<file path="src/rtl/fifo_pkg.sv">
// rtl/fifo_pkg.sv - sizing helpers and parameter legality checks for pipelined_sync_fifo
package fifo_pkg;

  localparam int FIFO_MAX_OUT_STAGES = 2;

  function automatic int fifo_cnt_width(input int depth, input int stages);
    return $clog2(depth + stages + 1);
  endfunction

  function automatic bit fifo_is_pow2(input int n);
    return (n >= 2) && ((n & (n - 1)) == 0);
  endfunction

  function automatic bit fifo_params_ok(input int depth, input int stages, input int afull);
    return fifo_is_pow2(depth) && (stages >= 0) && (stages <= FIFO_MAX_OUT_STAGES) &&
           (afull <= depth + stages);
  endfunction

endpackage

</file>
<file path="src/rtl/fifo_out_stage.sv">
// rtl/fifo_out_stage.sv - one valid/data prefetch register on the FIFO read side
module fifo_out_stage
  import fifo_pkg::*;
#(
  parameter int DATA_WIDTH = 32
) (
  input  logic                  clk,
  input  logic                  rst_n,
  input  logic                  flush,
  input  logic                  load,
  input  logic                  in_valid,
  input  logic [DATA_WIDTH-1:0] in_data,
  output logic                  out_valid,
  output logic [DATA_WIDTH-1:0] out_data
);

  logic                  valid_d, valid_q;
  logic [DATA_WIDTH-1:0] data_d, data_q;

  // load means this slot is free or its word is leaving this cycle
  always_comb begin
    valid_d = valid_q;
    data_d  = data_q;
    if (flush) begin
      valid_d = 1'b0;
    end else if (load) begin
      valid_d = in_valid;
      if (in_valid) data_d = in_data;
    end
  end

  always_ff @(posedge clk or negedge rst_n) begin
    if (!rst_n) begin
      valid_q <= 1'b0;
      data_q  <= '0;
    end else begin
      valid_q <= valid_d;
      data_q  <= data_d;
    end
  end

  assign out_valid = valid_q;
  assign out_data  = data_q;

endmodule

</file>
<file path="src/rtl/pipelined_sync_fifo.sv">
// rtl/pipelined_sync_fifo.sv - single-clock show-ahead FIFO with 0..2 registered prefetch stages
module pipelined_sync_fifo
  import fifo_pkg::*;
#(
  parameter int DATA_WIDTH    = 32,
  parameter int FIFO_DEPTH    = 8,
  parameter int OUT_STAGES    = 2,
  parameter int AFULL_THRESH  = 6,
  parameter int AEMPTY_THRESH = 1,
  localparam int CNT_WIDTH    = fifo_cnt_width(FIFO_DEPTH, OUT_STAGES)
) (
  input  logic                  clk,
  input  logic                  rst_n,
  input  logic                  flush,
  input  logic                  push,
  input  logic [DATA_WIDTH-1:0] in_data,
  output logic                  in_ready,
  input  logic                  pop,
  output logic                  out_valid,
  output logic [DATA_WIDTH-1:0] out_data,
  output logic [CNT_WIDTH-1:0]  fill_level,
  output logic                  almost_full,
  output logic                  almost_empty,
  output logic                  overflow,
  output logic                  underflow
);

  localparam int ADDR_WIDTH = $clog2(FIFO_DEPTH);

  if (!fifo_params_ok(FIFO_DEPTH, OUT_STAGES, AFULL_THRESH)) begin : g_bad_params
    $fatal(1, "pipelined_sync_fifo: illegal parameter combination");
  end

  logic [DATA_WIDTH-1:0] mem_q [FIFO_DEPTH];
  logic [ADDR_WIDTH:0]   wr_ptr_d, wr_ptr_q, rd_ptr_d, rd_ptr_q;
  logic [CNT_WIDTH-1:0]  fill_d, fill_q;
  logic                  overflow_d, overflow_q, underflow_d, underflow_q;
  logic                  storage_empty, storage_full, push_acc, pop_acc, rd_fire;

  // index 0 is the storage head; index OUT_STAGES is the visible head word
  logic                  chain_valid [OUT_STAGES+1];
  logic [DATA_WIDTH-1:0] chain_data  [OUT_STAGES+1];
  logic                  chain_ready [OUT_STAGES+1];

  assign storage_empty = (wr_ptr_q == rd_ptr_q);
  assign storage_full  = (wr_ptr_q[ADDR_WIDTH] != rd_ptr_q[ADDR_WIDTH]) &&
                         (wr_ptr_q[ADDR_WIDTH-1:0] == rd_ptr_q[ADDR_WIDTH-1:0]);
  assign chain_valid[0] = !storage_empty;
  assign chain_data[0]  = mem_q[rd_ptr_q[ADDR_WIDTH-1:0]];

  // source i may hand its word on when any downstream slot is empty or the head is popped
  always_comb begin
    for (int i = 0; i <= OUT_STAGES; i++) begin
      chain_ready[i] = pop;
      for (int j = i + 1; j <= OUT_STAGES; j++) begin
        if (!chain_valid[j]) chain_ready[i] = 1'b1;
      end
    end
  end

  for (genvar k = 0; k < OUT_STAGES; k++) begin : g_stage
    fifo_out_stage #(.DATA_WIDTH(DATA_WIDTH)) u_stage (
      .clk       (clk),
      .rst_n     (rst_n),
      .flush     (flush),
      .load      (chain_ready[k]),
      .in_valid  (chain_valid[k]),
      .in_data   (chain_data[k]),
      .out_valid (chain_valid[k+1]),
      .out_data  (chain_data[k+1])
    );
  end

  assign out_valid = chain_valid[OUT_STAGES];
  assign out_data  = chain_data[OUT_STAGES];
  assign in_ready  = !storage_full;
  assign push_acc  = push && !storage_full && !flush;
  assign pop_acc   = pop && out_valid && !flush;
  assign rd_fire   = chain_ready[0] && chain_valid[0];

  always_comb begin
    wr_ptr_d    = wr_ptr_q;
    rd_ptr_d    = rd_ptr_q;
    fill_d      = fill_q;
    overflow_d  = push && storage_full && !flush;
    underflow_d = pop && !out_valid && !flush;
    if (flush) begin
      wr_ptr_d = '0;
      rd_ptr_d = '0;
      fill_d   = '0;
    end else begin
      if (push_acc) wr_ptr_d = wr_ptr_q + (ADDR_WIDTH+1)'(1);
      if (rd_fire)  rd_ptr_d = rd_ptr_q + (ADDR_WIDTH+1)'(1);
      fill_d = fill_q + CNT_WIDTH'(push_acc) - CNT_WIDTH'(pop_acc);
    end
  end

  always_ff @(posedge clk) begin
    if (push_acc) mem_q[wr_ptr_q[ADDR_WIDTH-1:0]] <= in_data;
  end

  always_ff @(posedge clk or negedge rst_n) begin
    if (!rst_n) begin
      wr_ptr_q    <= '0;
      rd_ptr_q    <= '0;
      fill_q      <= '0;
      overflow_q  <= 1'b0;
      underflow_q <= 1'b0;
    end else begin
      wr_ptr_q    <= wr_ptr_d;
      rd_ptr_q    <= rd_ptr_d;
      fill_q      <= fill_d;
      overflow_q  <= overflow_d;
      underflow_q <= underflow_d;
    end
  end

  assign fill_level   = fill_q;
  assign almost_full  = (fill_q >= CNT_WIDTH'(AFULL_THRESH));
  assign almost_empty = (fill_q <= CNT_WIDTH'(AEMPTY_THRESH));
  assign overflow     = overflow_q;
  assign underflow    = underflow_q;

endmodule
</file>
<file path="config.mk">
export PLATFORM = sky130hd
export DESIGN_NAME = pipelined_sync_fifo
export DESIGN_NICKNAME = d
export VERILOG_FILES = /design/src/rtl/fifo_pkg.sv /design/src/rtl/fifo_out_stage.sv /design/src/rtl/pipelined_sync_fifo.sv
export SDC_FILE = /design/constraint.sdc
export NUM_CORES = 1
export LEC_CHECK = 0
export ABC_CLOCK_PERIOD_IN_PS = 7550
export CORE_ASPECT_RATIO = 1.75
export CORE_UTILIZATION = 57
export CTS_CLUSTER_DIAMETER = 50
export CTS_CLUSTER_SIZE = 14
export DETAILED_ROUTE_END_ITERATION = 16
export PLACE_DENSITY_LB_ADDON = 0.3
export SLEW_MARGIN = 30
export SYNTH_ARGS = -nofsm -noshare
export SYNTH_HDL_FRONTEND = slang
export SYNTH_SLANG_ARGS = --single-unit
</file>
<file path="constraint.sdc">
create_clock -name clk -period 7.55 [get_ports clk]
set_clock_uncertainty 0.05 [all_clocks]
set_input_delay 2.265 -clock clk [delete_from_list [all_inputs] [get_ports clk]]
set_output_delay 2.265 -clock clk [all_outputs]
set_load 0.05 [all_outputs]
</file>
======== Word level (Yosys, flattened, before mapping) ========
Memories as Yosys holds them, arrays and structs flattened. A register that Yosys moved wholly into a read port is not among the register bits.
Index checks and enable logic that the tools add are counted.
word-level totals
  flip-flop bits (word level) ............. 48
  latch bits .............................. 0
  memory bits (writable) .................. 256
  bits in read-only memories .............. 0
  word-level logic and storage cells ...... 55
  memories ................................ 1
memory list
  memory  words  width  rd ports  clocked after Yosys merged registers in  wr ports  line                       text
  mem_q   8      32     1         1                                        1         pipelined_sync_fifo.sv:34  logic [DATA_WIDTH-1:0] mem_q [FIFO_DEPTH];
operators by class
  add/sub/neg operators ................... 4
  multiply operators ...................... 0
  div/mod/pow operators ................... 0
  magnitude comparators ................... 2
  equal/unequal tests ..................... 3
  shift-type cells ........................ 0
  muxes and demuxes ....................... 14
  bitwise gates (word level) .............. 2
  reductions and logical operators ........ 21
operators with widths
  kind                                                                               number
  4-bit 2-to-1 mux                                                                   5
  1-bit logical AND                                                                  10
  1-bit 2-to-1 mux                                                                   9
  4-bit by 1-bit adder with 4-bit output (second input constant)                     2
  2-bit nonzero test                                                                 4
  3-bit AND reduction                                                                2
  1-bit logical NOT                                                                  5
  4-bit by 1-bit adder with 4-bit output                                             1
  4-bit == test                                                                      1
  4-bit by 3-bit >= comparator with 1-bit output (second input constant)             1
  4-bit by 1-bit less-or-equal comparator with 1-bit output (second input constant)  1
  4-bit by 1-bit subtractor with 4-bit output                                        1
  3-bit == test                                                                      1
  1-bit inverter                                                                     2
  1-bit != test                                                                      1

======== Depth between registers and ports, before layout ========
  depth after elaboration ................. 8
  depth in mapped cells ................... 12
  mapped depth without buffers ............ 10

======== Cells and area by module ========
Synthesis repeated with hierarchy kept, for this count alone.
unflattened totals
  cell total of the unflattened synthesis .. 620
  area, all modules ....................... 13563.0 um^2
modules (own cells, without submodules)
  module               times used  cells each  area each (um^2)  sequential area each (um^2)
  pipelined_sync_fifo  1           478         10830.4           8037.7
  fifo_out_stage       2           71          1366.3            825.8

======== Worst setup path after synthesis ========
OpenSTA, ideal clock, no wires.
  path kind ............................... input -> register
  start ................................... in flush
  end ..................................... mem mem_q[2][0], enable pin
  library setup time ...................... 0.513 ns
  arrival time ............................ 6.148 ns
  path slack .............................. 0.839 ns
  stages on the path ...................... 3
  buffers on the path ..................... 1
  cell sequence ........................... clkbuf_1 -> or2_2 -> nor4b_1
between the ends
  longest elaborated chain between the ends .. 4
ends and longest elaborated chain
  what                                    line                       text
  start: declaration                      pipelined_sync_fifo.sv:14  input logic flush,
  1-bit logical NOT                       pipelined_sync_fifo.sv:77  assign push_acc = push && !storage_full && !flush;
  1-bit logical AND                       pipelined_sync_fifo.sv:77
  1-bit 2-to-1 mux                        pipelined_sync_fifo.sv:99  if (push_acc) mem_q[wr_ptr_q[ADDR_WIDTH-1:0]] <= in_data;
  1-bit 2-to-1 mux (implied by the code)  pipelined_sync_fifo.sv:99
  end: declaration                        pipelined_sync_fifo.sv:34
Every way passes these cells.

======== Worst setup path after layout ========
  start ................................... reg rd_ptr_q[2]
  end ..................................... out in_ready
between the ends
  longest elaborated chain between the ends .. 3
ends and longest elaborated chain
  what                      line                        text
  start: declaration        pipelined_sync_fifo.sv:35   logic [ADDR_WIDTH:0] wr_ptr_d, wr_ptr_q, rd_ptr_d, rd_ptr_q;
  start signal: assignment  pipelined_sync_fifo.sv:111  rd_ptr_q <= rd_ptr_d;
  3-bit == test             pipelined_sync_fifo.sv:47   (wr_ptr_q[ADDR_WIDTH-1:0] == rd_ptr_q[ADDR_WIDTH-1:0]);
  1-bit logical AND         pipelined_sync_fifo.sv:46   assign storage_full = (wr_ptr_q[ADDR_WIDTH] != rd_ptr_q[ADDR_WIDTH]) &&
  1-bit logical NOT         pipelined_sync_fifo.sv:76   assign in_ready = !storage_full;
  end: declaration          pipelined_sync_fifo.sv:17   output logic in_ready,
Every way passes these cells.

==> metrics <==
status=finished clean; Sink Count=336; sequential cell area=9698 µm²; clock slew at reported path FFs=0.07 ns; vias in the first global route=6639; largest net degree at the start of global routing=68; Area contributors post-synth=edfxtp_1, dfrtp_1, mux4_2, mux2_2, mux2_4; area of the multi-input gates=3267 µm²; CP required=5.24 ns; number of gates resized after cts=0; Max VDD drop=0.2500 mV; DRC=0; die height=204.7 µm; P&R area growth vs syn=12.77%; LEAKAGE=5.144 nW; via count=6055; max-cap viol count=0; Tmin final=5.125 ns; WS Path Type=reg2out; Avg Inst Size Synth=20.93 µm²; Worst Tran Pin Value=0.9645 ns; H-Tree Depth=1; Die W=117.8 µm; max_slew headroom=35.70%; Synth cell types=40; clk buf depth=3; DRT antenna net count=0; WL/cell=23.23 µm; initial DRC count=312; commonest non-fill, non-tap cells in the layout=edfxtp_1, dfrtp_1, clkdlybuf4s50_1; RSZ-0062 raised after global routing=no; initial antenna violation count=0; Fin Setup TNS=0 ns; Hold Vio Cnt, Final=0; most common cell after layout, fill and taps aside=edfxtp_1; number of CTS-inserted buffers=27; critical path arrival=2.81 ns; gr ovfl total=0; Initial Utilization=58.58%; cells after synthesis=639; setup bufs post-CTS=0; share of cells above drive strength 1=30.95%; NumNets Final=752; mapped cell area=13380 µm²; vias per cell=5.896; Synth Warn #=0; Slew Limit Fails=0; CTS root buffer=clkbuf_16; Clk Latency, worst-skew pair=0.55 ns; CTS Hold Buffers Added=0; Mapped Nets=685; fmax=0.1951 GHz; Pwr Density=348.0 nW/µm²; CTS tree=yes; gpl congestion=0.7809; #FFs+latches synth=336; startpoint types=flip-flop; sequential fraction of the synthesis area=72.43%; Detailed Route WL=23860 µm; Cell Rows=73; Core Box Area=22830 µm²; first-pass GRT wire length=37930 µm; HPWL after DPL=14650 µm; Yosys top cell by area=edfxtp_1; Fill cells=1505; final setup fails=0; IO Pins=79; worst hold path type=reg2reg; area of the die=24110 µm²; final setup margin=2.425 ns; PortBufs=78; crit end category=output port; final period utilization=67.88%; worst slack, placed=2.529 ns; gr usage total=21.05%; post-synth top area share=57.47%; worst-path fanout max=36; Ant. Diodes=0; TritonRoute pass-1 iters=4
==> state kept, by name, indices dropped and copies added, names as in the netlist <==
name	count
wr_ptr_q	4
g_stage.u_stage.out_valid	2
mem_q	256
underflow	1
fill_level	4
overflow	1
g_stage.u_stage.out_data	64
rd_ptr_q	4
==> worst paths after layout <==
| kind | start | depth (start not counted) | endpoint | slack, ns |
|---|---|---|---|---|
| min in group asynchronous | rst_n | 1 | g_stage[1].u_stage.out_data[16] | 1.59 |
| setup reg to reg | rd_ptr_q[2] | 10 | fill_level[2] | 4.39 |
| setup / recovery | rd_ptr_q[2] | 4 | in_ready | 2.43 |
| hold / removal | g_stage[1].u_stage.out_data[14] | 1 | g_stage[1].u_stage.out_data[14] | 0.46 |
| max in group asynchronous | rst_n | 2 | rd_ptr_q[0] | 4.81 |
| hold reg to reg | g_stage[1].u_stage.out_data[14] | 1 | g_stage[1].u_stage.out_data[14] | 0.46 |
==> worst max-delay path, stage by stage, from the launching register on <==
cell	delay [ns]
dfrtp_4	0.83
xor2_1	0.40
nor3_1	0.11
nand2_1	0.11
clkdlybuf4s50_1	0.80
==> metrics by stage <==
step	util (%)	hold WS, ns	instances	cell area [µm²]	total power, mW
after floorplan	-	0.4250	639	13380	3.736
after global routing	66.06	0.4714	1027	15080	5.461
after CTS	66.05	0.4614	1027	15080	5.310
after global placement	62.67	0.4343	977	14310	3.993
final	66.06	0.4563	1027	15080	5.250
after detailed placement	62.69	0.4404	977	14320	4.035
==> area by class of cell <==
cell class | instances | share of cell area (%)
Clock buffer | 49 | 5.027
Multi-Input combinational cell | 233 | 21.66
Sequential cell | 336 | 64.29
Tap cell | 300 | 2.488
Clock inverter | 1 | 0.05806
Timing Repair Buffer | 100 | 6.279
Inverter | 8 | 0.1991
==> kinds of logic after synthesis <==
group / Yosys count / share of synthesized area [%]
AOI/OAI and AO/OA: 12 / 0.7297
xor gates and xnor gates: 8 / 0.5800
adders and majority gates: 9 / 0.8980
buffers and inverters: 70 / 3.536
DFF: 336 / 72.43
muxes: 163 / 20.04
and+or+nand+nor: 41 / 1.787
==> routing by layer <==
layer	wire (µm)	track usage [%]	vias up	part of all wire (%)
li1	-	-	2629	-
met1	9102	25.34	3228	38
met2	13180	38.47	155	55
met3	953	2.812	43	4.0
met4	618	7.921	0	2.6
met5	0	0	-	0
==> report_power, final <==
part / switching (mW) / total (mW) / internal, mW
clock network: 0.601 / 1.28 / 0.675
logic: 0.809 / 1.61 / 0.798
registers: 0.157 / 2.37 / 2.21
total: 1.57 / 5.25 / 3.68
==> Yosys cell counts <==
cell type  count
mux2_4        30
xor2_2         1
mux4_1         4
buf_4         33
o21ai_0        4
xor2_1         4
nor2_4         1
mux4_2        60
or3_1          3
nor3b_1        3
mux2_2        66
buf_8          1
o41ai_4        1
clkbuf_1       7
dfrtp_1       80
edfxtp_1     256
nor2b_1        5
nor4b_1        2
nand2_1        5
and3b_1        1
ha_1           8
nand3_1        2
or4_1          1
buf_1          1
or2_2          2
nand2b_1       1
o41ai_2        1
mux2i_1        3
buf_2         12
xnor2_1        3
buf_6          8
nor3_1         3
a31oi_1        1
nand3b_1       1
nor4_1         4
fa_1           1
nor2_1         7
a21oi_1        4
a21o_1         1
inv_1          8
(Power assumes the default switching activity.)
